==> src/rtl/div_pkg.sv <==
// Shared definitions for the sequential restoring divider.
//   div_state_t : divider FSM encoding (IDLE, CALC, DONE)
//   div_cnt_w() : bit width of the iteration counter for a given operand width
package div_pkg;

  typedef enum logic [1:0] {
    IDLE = 2'd0,
    CALC = 2'd1,
    DONE = 2'd2
  } div_state_t;

  localparam int DIV_WIDTH_DEFAULT = 64;

  // Counter width; must hold WIDTH-1 (the first iteration index).
  function automatic int div_cnt_w(input int width);
    if (width <= 2) begin
      return 1;
    end else begin
      return $clog2(width);
    end
  endfunction

endpackage

==> src/rtl/div_step.sv <==
// One radix-2 restoring division iteration (purely combinational).
//   rem      in  WIDTH  partial remainder before this step
//   msb      in  1      next dividend bit shifted into the remainder
//   b        in  WIDTH  divisor
//   rem_next out WIDTH  partial remainder after this step
//   q_bit    out 1      quotient bit produced by this step
module div_step #(
  parameter int WIDTH = 64
) (
  input  logic [WIDTH-1:0] rem,
  input  logic             msb,
  input  logic [WIDTH-1:0] b,
  output logic [WIDTH-1:0] rem_next,
  output logic             q_bit
);

  logic [WIDTH:0]   partial;
  logic [WIDTH-1:0] diff;

  // Trial subtraction: the WIDTH+1-bit compare gives the sign of
  // {rem, msb} - b; the low WIDTH bits of the difference are the new
  // remainder whenever the trial is non-negative.
  always_comb begin
    partial = {rem, msb};
    diff    = partial[WIDTH-1:0] - b;
    q_bit   = (partial >= {1'b0, b});
    if (q_bit) begin
      rem_next = diff;
    end else begin
      rem_next = partial[WIDTH-1:0];
    end
  end

endmodule

==> src/rtl/seq_divider64.sv <==
// Iterative unsigned restoring divider, one quotient bit per clock.
//   Q = A / B, R = A % B, start/valid_out pulse handshake.
// Ports:
//   clk, rst_n (async active-low)
//   start         request, sampled only in IDLE
//   A, B          dividend / divisor, captured when start is accepted
//   Q, R          quotient / remainder, held until the next completion
//   valid_out     one-cycle pulse when Q/R/div_by_zero are new
//   busy          high while an operation is in CALC or DONE
//   div_by_zero   B was zero for the completed operation
// Configuration macro: DIV_FAST_SPECIAL_EN
//   When defined, B==0 and A<B are resolved at start acceptance and the
//   FSM goes straight to DONE. Results are identical in both builds.
module seq_divider64 #(
  parameter int WIDTH = 64
) (
  input  logic             clk,
  input  logic             rst_n,
  input  logic             start,
  input  logic [WIDTH-1:0] A,
  input  logic [WIDTH-1:0] B,
  output logic [WIDTH-1:0] Q,
  output logic [WIDTH-1:0] R,
  output logic             valid_out,
  output logic             busy,
  output logic             div_by_zero
);

  import div_pkg::*;

  localparam int CNT_W = div_cnt_w(WIDTH);

  div_state_t       state_q, state_d;
  // dvd_q holds the dividend in its upper bits and collects quotient bits
  // at the LSB; after WIDTH shifts it contains exactly the quotient.
  logic [WIDTH-1:0] dvd_q, dvd_d;
  logic [WIDTH-1:0] rem_q, rem_d;
  logic [WIDTH-1:0] b_q, b_d;
  logic [CNT_W-1:0] cnt_q, cnt_d;
  logic             dbz_q, dbz_d;
  logic [WIDTH-1:0] q_q, q_d;
  logic [WIDTH-1:0] r_q, r_d;
  logic             valid_q, valid_d;
  logic             busy_q, busy_d;
  logic             dz_q, dz_d;

  logic [WIDTH-1:0] step_rem;
  logic             step_qbit;

  div_step #(.WIDTH(WIDTH)) u_step (
    .rem      (rem_q),
    .msb      (dvd_q[WIDTH-1]),
    .b        (b_q),
    .rem_next (step_rem),
    .q_bit    (step_qbit)
  );

  // Next-state and next-output computation for the divider FSM.
  always_comb begin
    state_d = state_q;
    dvd_d   = dvd_q;
    rem_d   = rem_q;
    b_d     = b_q;
    cnt_d   = cnt_q;
    dbz_d   = dbz_q;
    q_d     = q_q;
    r_d     = r_q;
    valid_d = 1'b0;
    busy_d  = busy_q;
    dz_d    = dz_q;

    case (state_q)
      IDLE: begin
        if (start) begin
          b_d     = B;
          dvd_d   = A;
          rem_d   = {WIDTH{1'b0}};
          cnt_d   = CNT_W'(WIDTH - 1);
          dbz_d   = (B == {WIDTH{1'b0}});
          busy_d  = 1'b1;
          state_d = CALC;
`ifdef DIV_FAST_SPECIAL_EN
          // Preload the final working regs so DONE publishes them directly.
          if (B == {WIDTH{1'b0}}) begin
            dvd_d   = {WIDTH{1'b1}};
            rem_d   = A;
            state_d = DONE;
          end else if (A < B) begin
            dvd_d   = {WIDTH{1'b0}};
            rem_d   = A;
            state_d = DONE;
          end else begin
            state_d = CALC;
          end
`endif
        end else begin
          busy_d  = 1'b0;
          state_d = IDLE;
        end
      end

      CALC: begin
        rem_d = step_rem;
        dvd_d = {dvd_q[WIDTH-2:0], step_qbit};
        if (cnt_q == {CNT_W{1'b0}}) begin
          cnt_d   = {CNT_W{1'b0}};
          state_d = DONE;
        end else begin
          cnt_d   = cnt_q - CNT_W'(1);
          state_d = CALC;
        end
      end

      DONE: begin
        q_d     = dvd_q;
        r_d     = rem_q;
        dz_d    = dbz_q;
        valid_d = 1'b1;
        busy_d  = 1'b0;
        state_d = IDLE;
      end

      default: begin
        busy_d  = 1'b0;
        state_d = IDLE;
      end
    endcase
  end

  // State, working and output registers; reset aborts any operation.
  always_ff @(posedge clk or negedge rst_n) begin
    if (!rst_n) begin
      state_q <= IDLE;
      dvd_q   <= {WIDTH{1'b0}};
      rem_q   <= {WIDTH{1'b0}};
      b_q     <= {WIDTH{1'b0}};
      cnt_q   <= {CNT_W{1'b0}};
      dbz_q   <= 1'b0;
      q_q     <= {WIDTH{1'b0}};
      r_q     <= {WIDTH{1'b0}};
      valid_q <= 1'b0;
      busy_q  <= 1'b0;
      dz_q    <= 1'b0;
    end else begin
      state_q <= state_d;
      dvd_q   <= dvd_d;
      rem_q   <= rem_d;
      b_q     <= b_d;
      cnt_q   <= cnt_d;
      dbz_q   <= dbz_d;
      q_q     <= q_d;
      r_q     <= r_d;
      valid_q <= valid_d;
      busy_q  <= busy_d;
      dz_q    <= dz_d;
    end
  end

  assign Q           = q_q;
  assign R           = r_q;
  assign valid_out   = valid_q;
  assign busy        = busy_q;
  assign div_by_zero = dz_q;

endmodule

==> config.mk <==
export PLATFORM = sky130hd
export DESIGN_NAME = seq_divider64
export DESIGN_NICKNAME = d
export VERILOG_FILES = /design/src/rtl/div_pkg.sv /design/src/rtl/div_step.sv /design/src/rtl/seq_divider64.sv
export SDC_FILE = /design/constraint.sdc
export NUM_CORES = 1
export LEC_CHECK = 0
export BUFFER_PORTS_ARGS = -buffer_cell sky130_fd_sc_hd__buf_2
export CAP_MARGIN = 20
export CORE_MARGIN = 3
export CORE_UTILIZATION = 45
export CTS_CLUSTER_SIZE = 10
export DETAILED_ROUTE_END_ITERATION = 16
export GPL_ROUTABILITY_DRIVEN = 0
export GPL_TIMING_DRIVEN = 0
export PLACE_DENSITY_LB_ADDON = 0.05
export SYNTH_ARGS = -nofsm -noshare
export SYNTH_HDL_FRONTEND = slang
export SYNTH_SLANG_ARGS = --single-unit
==> constraint.sdc <==
create_clock -name clk -period 5.7 [get_ports clk]
set_input_delay 0.57 -clock clk [delete_from_list [all_inputs] [get_ports clk]]
set_output_delay 0.57 -clock clk [all_outputs]
set_load 0.01 [all_outputs]
==> impl_summary.log <==
INFO  metric status = complete, no violations
INFO  metric critical_path_peak_fanout = 10
INFO  metric power.leakage = between 10 and 15 nW
INFO  metric synth_cell_types = 77
INFO  metric grt_usage = 0.259
INFO  metric unrepaired_setup_endpoints_after_global_routing = false
INFO  metric die-height = 206 um
INFO  metric worst_setup_path_start_kind = register
INFO  metric dr_total_vias = around 16k
INFO  metric cp_slowest_cell = sky130_fd_sc_hd__o2111ai_1
INFO  metric fin_crit = ~3.7 ns
INFO  metric ant_nets = 0
INFO  metric setup-tns-final = 0 ns
INFO  metric synth.net_count = approximately 2.3k
INFO  metric min_path_type = input port to register
INFO  metric detail_route.iter0.violations = ~1.2k
INFO  metric met1Wirelength = about 26000 um
INFO  metric synth.largest_area_cell = sky130_fd_sc_hd__dfrtp_1
INFO  metric cellPowerDensity = around 670 nW/um2
INFO  metric synth.ff_latch_count = between 300 and 400
INFO  metric worst-endpoint-required = 6.13 ns
INFO  metric worst_path_largest_cell_delay = 0.44 ns
INFO  metric combined_area_of_all_synthesized_cells = ~18000 um2
INFO  metric cts_tree = built
INFO  metric initial_core_util = 0.461
INFO  metric fin_ws = around 2.0 ns
INFO  metric clock_path_buffers = 3
INFO  metric final_hold_viol_count = 0
INFO  metric die_area = 42500 um2
INFO  metric placedInstanceArea = between 20000 and 25000 um2
INFO  metric post_layout_nonfiller_instances = around 2.9k
INFO  metric dieWidth = between 200 and 250 um
INFO  metric post-cts-setup-buffer-count = 0
INFO  metric critical_path_capture_point_type = register
INFO  metric critical_path_buf_inv_count = 1
INFO  metric pre_cts_slack = between 2 and 2.5 ns
INFO  metric route.met3.wl = about 3700 um
INFO  metric final-max-slew-violation-count = 0
INFO  metric largest_cells_by_area_after_synthesis = sky130_fd_sc_hd__dfrtp_1, sky130_fd_sc_hd__nand2_1, sky130_fd_sc_hd__o21ai_0
INFO  metric clock-skew-final = around 0.015 ns
INFO  metric crit_chain = ha_1, a21oi_2, nand2_1, o21ai_2, and4bb_4, o31ai_4, o2111ai_1, a21oi_2, o21ai_4, nand2_8, buf_8, nand2_1, o211ai_1
INFO  metric worstSkewPairLatency = ~0.57 ns
INFO  metric fmax = roughly 0.27 GHz
INFO  metric async_set_or_reset_flop_fraction_in_the_synthesized_netlist = 1.00
INFO  metric ir_drop = approximately 0.29 mV
INFO  metric clkTransAtPathRegs = around 0.06 ns
INFO  metric utilization = 0.543
INFO  metric area.growth.synth_to_final = 17.8%
INFO  metric finish.net_count = ~2.6k
INFO  metric clockRootBuffer = sky130_fd_sc_hd__clkbuf_16
INFO  metric yosys_warnings = 0
INFO  metric numCtsBuffers = 40
INFO  metric routed_wl = ~56000 um
INFO  metric transition_time_at_the_pin_with_the_least_slew_margin = ~1.1 ns
INFO  metric global_route.overflow_total = 0
INFO  metric average_instance_area_after_synthesis = approximately 8.6 um2
INFO  metric fin_worst_hold_slack = between 0.2 and 0.25 ns
INFO  metric period_share = 0.651
INFO  metric p_total = 14.2 mW
INFO  metric hold_buffers = 1
INFO  metric core_area = roughly 39000 um2
INFO  metric detailedRoute.firstPassIterationCount = 5
INFO  metric stdcell_area = roughly 21000 um2
INFO  metric ios = between 200 and 300
INFO  metric post_synth_inst_count = between 2k and 2.5k
INFO  metric cts_resized = 0
INFO  metric maxSlewHeadroom = 0.287
INFO  metric highest-signal-layer = met4
INFO  metric path_delay_family = compound AO/OA/AOI/OAI gates
INFO  metric synth_enable_flop_cells = 0
INFO  metric clock-sinks = about 330
INFO  metric portBuffers = 261
INFO  metric share_of_post_route_cells_with_drive_strength_above_1 = 0.151
INFO  metric largest_net_degree_at_the_start_of_global_routing = between 100 and 150
INFO  metric yosys_most_used_dff = sky130_fd_sc_hd__dfrtp_1
INFO  metric place_inst = around 2.9k
INFO  metric grt_antenna_before_repair = 3
INFO  metric residual_drc = 0
INFO  metric synth_sequential_area_ratio = 0.461
INFO  metric placementRows = 72
INFO  metric wl_per_cell = 19.0 um
INFO  metric grt_pass1_wl = approximately 86000 um
INFO  metric worst_ep_arrival_time = between 4 and 5 ns
INFO  metric first_global_vias = about 15k
INFO  metric dp_hpwl = about 42000 um
INFO  metric setup_viol = 0
INFO  metric drv_cap = 0
INFO  metric post_drt_via_cell_ratio = 5.54
INFO  metric h-tree-depth = 2
INFO  metric post-synth-top-area-fraction = 0.461
INFO  metric path_class = register to register
INFO  metric wl_met2 = roughly 24000 um
[cells in the mapped netlist (all sizes together) (3+ instances only)]
cell type  number
a211oi          7
a21o           23
a21oi         149
a22oi          62
a31oi          13
a32oi           7
and2            3
and3            7
buf            20
clkbuf        101
dfrtp         332
ha             66
inv            86
mux2i          53
nand2         574
nand2b         14
nand3          16
nand4          23
nor2           47
nor2b          72
nor3            9
nor4           24
o211ai          8
o21a            6
o21ai         243
o21bai         19
o31ai           7
or3             5
or4             3
xnor2          35
xor2           23
[state kept, by name, indices dropped and copies added, names as in the netlist]
register and count:
Q 64, R 64, b_q 64, dvd_q 64, rem_q 64, cnt_q 6
state_q 2, busy 1, dbz_q 1, div_by_zero 1, valid_out 1
[where the power goes]
group	internal, mW	total (mW)	switching [mW]
Clock	1.34	2.33	0.999
Combinational	3.31	7.97	4.66
Sequential	3.23	3.87	0.647
[cells in the final DEF (no fill, tap or decap), types with 7 or more instances in the layout]
master / count
sky130_fd_sc_hd__a21o_1: 23
sky130_fd_sc_hd__a21oi_1: 141
sky130_fd_sc_hd__a21oi_2: 8
sky130_fd_sc_hd__a22oi_1: 62
sky130_fd_sc_hd__a31oi_1: 12
sky130_fd_sc_hd__a32oi_1: 7
sky130_fd_sc_hd__and3_1: 7
sky130_fd_sc_hd__buf_2: 271
sky130_fd_sc_hd__clkbuf_1: 105
sky130_fd_sc_hd__clkbuf_16: 41
sky130_fd_sc_hd__dfrtp_1: 332
sky130_fd_sc_hd__ha_1: 66
sky130_fd_sc_hd__inv_1: 86
sky130_fd_sc_hd__mux2i_1: 53
sky130_fd_sc_hd__nand2_1: 573
sky130_fd_sc_hd__nand2b_1: 14
sky130_fd_sc_hd__nand3_1: 16
sky130_fd_sc_hd__nand4_1: 23
sky130_fd_sc_hd__nor2_1: 47
sky130_fd_sc_hd__nor2b_1: 72
sky130_fd_sc_hd__nor3_1: 9
sky130_fd_sc_hd__nor4_1: 21
sky130_fd_sc_hd__o211ai_1: 7
sky130_fd_sc_hd__o21ai_0: 180
sky130_fd_sc_hd__o21ai_1: 58
sky130_fd_sc_hd__o21bai_1: 19
sky130_fd_sc_hd__xnor2_1: 35
sky130_fd_sc_hd__xor2_1: 23
[path summary, 6_finish.rpt]
check                                           from              endpoint  slack (ns)  cells after the start
worst max-delay path            rem_q[3]$_DFFE_PN0P_  dvd_q[0]$_DFFE_PN0P_        1.99                     13
worst min-delay path                           B[32]   b_q[32]$_DFFE_PN0P_        0.23                      3
worst max register to register  rem_q[3]$_DFFE_PN0P_  dvd_q[0]$_DFFE_PN0P_        1.99                     13
worst min register to register     Q[51]$_DFFE_PN0P_     Q[51]$_DFFE_PN0P_        0.47                      2
max in group asynchronous                      rst_n   b_q[22]$_DFFE_PN0P_        4.33                      3
min in group asynchronous                      rst_n     Q[12]$_DFFE_PN0P_        0.47                      2
[per-layer routing]
layer  vias to the layer above  track usage
met1                      7856        0.379
met2                       489        0.386
li1                       7775            -
met5                         -            0
met4                         0       0.0812
met3                        87       0.0520
[worst register-to-register path, stage by stage, from the launching register on]
cell                        delay [ns]
sky130_fd_sc_hd__dfrtp_1          0.42
sky130_fd_sc_hd__ha_1             0.38
sky130_fd_sc_hd__a21oi_2          0.22
sky130_fd_sc_hd__nand2_1          0.10
sky130_fd_sc_hd__o21ai_2          0.21
sky130_fd_sc_hd__and4bb_4         0.30
sky130_fd_sc_hd__o31ai_4          0.09
sky130_fd_sc_hd__o2111ai_1        0.44
sky130_fd_sc_hd__a21oi_2          0.18
sky130_fd_sc_hd__o21ai_4          0.41
sky130_fd_sc_hd__nand2_8          0.20
sky130_fd_sc_hd__buf_8            0.21
sky130_fd_sc_hd__nand2_1          0.28
sky130_fd_sc_hd__o211ai_1         0.14
[logic make-up after synthesis]
logic type | share of synthesized area
AOI/OAI and AO/OA | 0.191
xor gates and xnor gates | 0.0282
adders and majority gates | 0.0469
buffers and inverters | 0.0477
DFF | 0.461
muxes | 0.0294
and+or+nand+nor | 0.197
[final cells by class]
cell class / count / area (um2)
fill: 3791 / 17900
multi-input combinational: 1552 / 8870
sequential: 332 / 8310
timing repair buffer: 265 / 1410
clock buffer: 49 / 1090
tap: 518 / 648
buffer: 121 / 537
inverter: 86 / 323
clock inverter: 3 / 48.8
antenna: 2 / 5.00
No activity file was read; power rests on OpenSTA's default activity.
